## config.mk

```make
export PLATFORM = sky130hd
export DESIGN_NAME = four_bit_parallel_sub
export DESIGN_NICKNAME = d
export VERILOG_FILES = /design/src/rtl/four_bit_parallel_sub.sv
export SDC_FILE = /design/constraint.sdc
export NUM_CORES = 1
export LEC_CHECK = 0
export ABC_AREA = 1
export CORE_AREA = 4 4 41 43
export CTS_CLUSTER_SIZE = 12
export DETAILED_ROUTE_END_ITERATION = 10
export DIE_AREA = 0 0 45 47
export PLACE_DENSITY = 0.68
export SLEW_MARGIN = 20
export SYNTH_ARGS = -nofsm -noshare
export SYNTH_HDL_FRONTEND = slang
export SYNTH_SLANG_ARGS = --single-unit
```

## constraint.sdc

```tcl
create_clock -name clk -period 1 [get_ports clk]
set_input_delay 0.15 -clock clk [delete_from_list [all_inputs] [get_ports clk]]
set_output_delay 0.15 -clock clk [all_outputs]
set_load 0.01 [all_outputs]
```

## src/rtl/four_bit_parallel_sub.sv

```systemverilog
// rtl/four_bit_parallel_sub.sv - 4-bit ripple subtractor with registered result, carries and valid
//
// Purpose:
//   Computes {cout, s} = a + ~b + cin through four chained full-adder stages.
//   The difference, the three internal stage carries and the final carry are
//   captured together in one set of output registers whenever in_valid is high.
//   With cin = 1 the result is the two's-complement difference a - b, and
//   cout = 1 means no borrow occurred.
//
// Ports:
//   clk        in   1  rising-edge clock
//   rst_n      in   1  asynchronous active-low reset
//   in_valid   in   1  sample a, b, cin at this edge
//   a          in   4  minuend
//   b          in   4  subtrahend (inverted inside the block)
//   cin        in   1  carry into bit 0
//   s          out  4  registered difference bits
//   c          out  3  registered carries into stages 3..1
//   cout       out  1  registered carry out of stage 3
//   out_valid  out  1  high for the cycle after a sampled input

module four_bit_parallel_sub (
  input  logic       clk,
  input  logic       rst_n,
  input  logic       in_valid,
  input  logic [3:0] a,
  input  logic [3:0] b,
  input  logic       cin,
  output logic [3:0] s,
  output logic [3:1] c,
  output logic       cout,
  output logic       out_valid
);

  logic [3:0] w_bn;
  logic [4:0] w_k;
  logic [3:0] w_sum;

  logic [3:0] r_s;
  logic [3:1] r_c;
  logic       r_cout;
  logic       r_out_valid;

  assign w_bn = ~b;

  // Ripple chain: w_k[i] is the carry into stage i, w_k[0] is the external carry-in.
  always_comb begin
    w_k      = '0;
    w_sum    = '0;
    w_k[0]   = cin;
    for (int i = 0; i < 4; i++) begin
      w_sum[i] = a[i] ^ w_bn[i] ^ w_k[i];
      w_k[i+1] = (a[i] & w_bn[i]) | (a[i] & w_k[i]) | (w_bn[i] & w_k[i]);
    end
  end

  // Data registers only load on a valid sample; the valid flag tracks every edge.
  always_ff @(posedge clk or negedge rst_n) begin
    if (!rst_n) begin
      r_s         <= '0;
      r_c         <= '0;
      r_cout      <= 1'b0;
      r_out_valid <= 1'b0;
    end else begin
      r_out_valid <= in_valid;
      if (in_valid) begin
        r_s    <= w_sum;
        r_c    <= w_k[3:1];
        r_cout <= w_k[4];
      end
    end
  end

  assign s         = r_s;
  assign c         = r_c;
  assign cout      = r_cout;
  assign out_valid = r_out_valid;

endmodule

```

==> reports/metrics.yaml <==
power:
  power_density_nw_per_um2: 1400
  ir_drop_uv: 838
  total_power_w: 0.00103
  leak_pwr_nw: 0.383
yosys:
  syn-num-nets: 62
  synth_compound_area_share_pct: 10.7
  yosys_most_used_dff: "sky130_fd_sc_hd__dfrtp_1"
  dominant_combinational_cell_family_by_area_after_synthesis: "adder cells"
  top_cell_types_by_occurrence_after_synthesis: "sky130_fd_sc_hd__nand2_1, sky130_fd_sc_hd__dfrtp_1, sky130_fd_sc_hd__inv_1"
  yosys.area.top_type: "sky130_fd_sc_hd__dfrtp_1"
  synth_simple_gate_area_share_pct: 14.2
  post_synth_fa_ha_maj_area_fraction_pct: 15.9
  yosys_warnings: 0
  synth.cell_area_um2: 457
  async_reset_ff_share_pct: 100
  post_synth_num_cell_types: 11
  yosys.area.top_type_share_pct: 49.3
  synth_xor_area_share_pct: 0
  ff_latch_count_synth: 9
  synth_enable_flop_cells: 0
  post_synth_mux_area_share_pct: 0
  cells_after_synth: 46
  yosys-top-cells-area: "sky130_fd_sc_hd__dfrtp_1, sky130_fd_sc_hd__fa_1, sky130_fd_sc_hd__nand2_1"
  share_of_the_yosys_chip_area_belonging_to_registers_pct: 49.3
  syn-mean-instance-area_um2: 9.93
  most_frequent_cell_after_synthesis: "sky130_fd_sc_hd__nand2_1"
timing:
  finalCriticalPeriod_ns: 1.33
  finalClockSkew_ns: 0
  achievable-frequency_mhz: 753
  finalSetupViolations: 6
  final-max-slew-violation-count: 0
  rsz_0062_raised_after_global_routing: "true"
  report.final.hold_viol_count: 0
  period_utilization_pct: 133
  worst_slew_pin_slew_ns: 0.419
  timing.hold.ws_ns: 0.186
  post-route-worst-setup-slack_ns: -0.328
  max_slew_margin_pct: 72.0
worst_setup_path:
  timing.critical_path.mode_cell: "sky130_fd_sc_hd__fa_2"
  slowest_stage_cell_cp: "sky130_fd_sc_hd__fa_2"
  critPathMaxFanout: 3
  critPathCaptureType: "register"
  critical_path.n_buffers_inverters: 4
  critical_path_depth: 10
  path_class: "input pin to register"
  critical_path.top_delay_family: "adder cells"
  path_cells: "buf_8 -> clkinv_8 -> fa_2 -> inv_2 -> fa_2 -> fa_2 -> inv_2 -> nand2_1 -> nand3_1 -> nand2_1"
  worst_reg_to_reg_cells: 3
  worstSetupStartpointType: "input pin"
  arrival_ns: 1.48
  cp_data_required_time_ns: 1.15
  cpPeakStageDelay_ns: 0.37
run_status:
  outcome: "finished with violations"
  violations: "setup timing"
finish:
  final_nets: 95
  multi_input_area_um2: 198
  final_core_util_pct: 56.5
  drive_gt1_share_pct: 48.7
  finish.cell_count_without_fillers: 93
  fill_cells: 123
  insertedDiodeCount: 0
  layout-area-overhead-vs-synth_pct: 61.1
  register_area_um2: 225
placed_design:
  detailedPlacementHpwl_um: 799
  dp.cells: 84
  gp_congestion: 0.697
  post-place-ws_ns: -1.11
  port_buffers: 20
routing:
  drt_iter0_drc: 6
  route.detailed.drc: 0
  vias: 401
  vias_per_cell: 4.31
  detailedRoute.firstPassIterationCount: 2
  routedWlPerCell_um: 11.4
  postRouteWirelength_um: 1060
  drt_antenna_net_count: 0
clocking:
  clock_tree.root_cell: "sky130_fd_sc_hd__clkbuf_4"
  postCtsHoldBufs: 0
  cts.htree.levels: 1
  cts.reportedPaths.clkPinSlew_ns: 0.06
  clock_latency_reported_for_the_late_side_of_the_worst_skew_pair_ns: 0.26
  clock_sinks: 9
  cts_made_buffers: 3
  clock_buffer_depth: 2
  tritoncts_clock_tree: "done"
floorplan:
  die_height_um: 47
  die_area_um2: 2120
  core_um2: 1300
  num_rows: 13
  die_w_um: 45
  design.portCount: 21
  initial_utilization_pct: 35.1
global_routing:
  grtUsageTotal_pct: 11.3
  grt-ovfl-total: 0
  initial_antenna_violation_count: 0
  grt_max_degree: 14
  grt_pass1_vias: 374
  global_route_wire_length_before_repair_um: 1570
hold_path:
  worstHoldPathType: "input pin to asynchronous set/reset pin"
run:
  max_cap_violations: 0
==> metrics by stage <==
stage	setup TNS, ns	instance area, um^2
floorplan	-1.97	472
global placement	-6.41	709
detailed placement	-6.71	709
CTS	-1.23	718
global route	-1.51	736
finish	-1.38	736
==> layout make-up <==
cell class | instances | share of cell area [%]
Inverter | 9 | 6.29
Timing Repair Buffer | 29 | 30.1
Clock buffer | 4 | 3.57
Multi-Input combinational cell | 27 | 26.9
Sequential cell | 9 | 30.6
Tap cell | 15 | 2.55
==> where the power goes <==
part | leakage (nW) | total [W] | internal (W) | switching [W]
combinational | 0.261 | 0.000313 | 0.000166 | 0.000147
clock | 0.0150 | 0.000284 | 0.000154 | 0.000130
sequential | 0.108 | 0.000433 | 0.000411 | 0.0000222
==> sequential cells by signal, indices dropped and copies added, names as in the netlist <==
| register | cells |
|---|---|
| s | 4 |
| c | 3 |
| cout | 1 |
| out_valid | 1 |
==> cell usage in the layout, fill, tap and decap left out <==
cell / instances
sky130_fd_sc_hd__buf_6: 1
sky130_fd_sc_hd__a21oi_2: 1
sky130_fd_sc_hd__fa_2: 3
sky130_fd_sc_hd__buf_2: 10
sky130_fd_sc_hd__dlygate4sd2_1: 2
sky130_fd_sc_hd__ha_1: 1
sky130_fd_sc_hd__inv_2: 4
sky130_fd_sc_hd__clkbuf_1: 1
sky130_fd_sc_hd__clkdlybuf4s50_1: 6
sky130_fd_sc_hd__clkinv_8: 1
sky130_fd_sc_hd__o21ai_2: 5
sky130_fd_sc_hd__clkbuf_4: 3
sky130_fd_sc_hd__nand3_1: 1
sky130_fd_sc_hd__buf_4: 9
sky130_fd_sc_hd__buf_8: 1
sky130_fd_sc_hd__inv_1: 4
sky130_fd_sc_hd__nand2_1: 14
sky130_fd_sc_hd__nor2_1: 2
sky130_fd_sc_hd__dfrtp_1: 9
==> logic make-up after synthesis <==
logic type	Yosys count
AOI/OAI and AO/OA	6
adders and majority gates	4
buffers and inverters	10
DFF	9
and+or+nand+nor	17
==> routing by layer <==
layer / track usage (%) / vias up / wire length (um) / share of wire (%)
met2: 20.3 / 12 / 588 / 55
li1: - / 202 / - / -
met5: 0 / - / 0 / 0
met1: 10.5 / 185 / 379 / 36
met3: 7.28 / 2 / 86 / 8.1
met4: 3.51 / 0 / 8 / 0.75
==> final timing paths <==
| kind | slack (ns) | from | endpoint |
|---|---|---|---|
| max | -0.33 | b[0] | s[3] |
| max reg2reg | 0.24 | s[2] | s[2] |
| min reg2reg | 0.48 | s[0] | s[0] |
| min in group clk | 0.29 | a[0] | s[0] |
| max in group asynchronous | 0.52 | rst_n | c[1] |
| min | 0.19 | rst_n | cout |
==> what timing repair did <==
action,CTS,global route
pin swaps,7,1
buffers inserted,3,2
endpoints found under the hold margin,0,0
endpoints found under the setup margin,17,7
resized for setup,54,3
No activity file was read; power rests on OpenSTA's default activity.
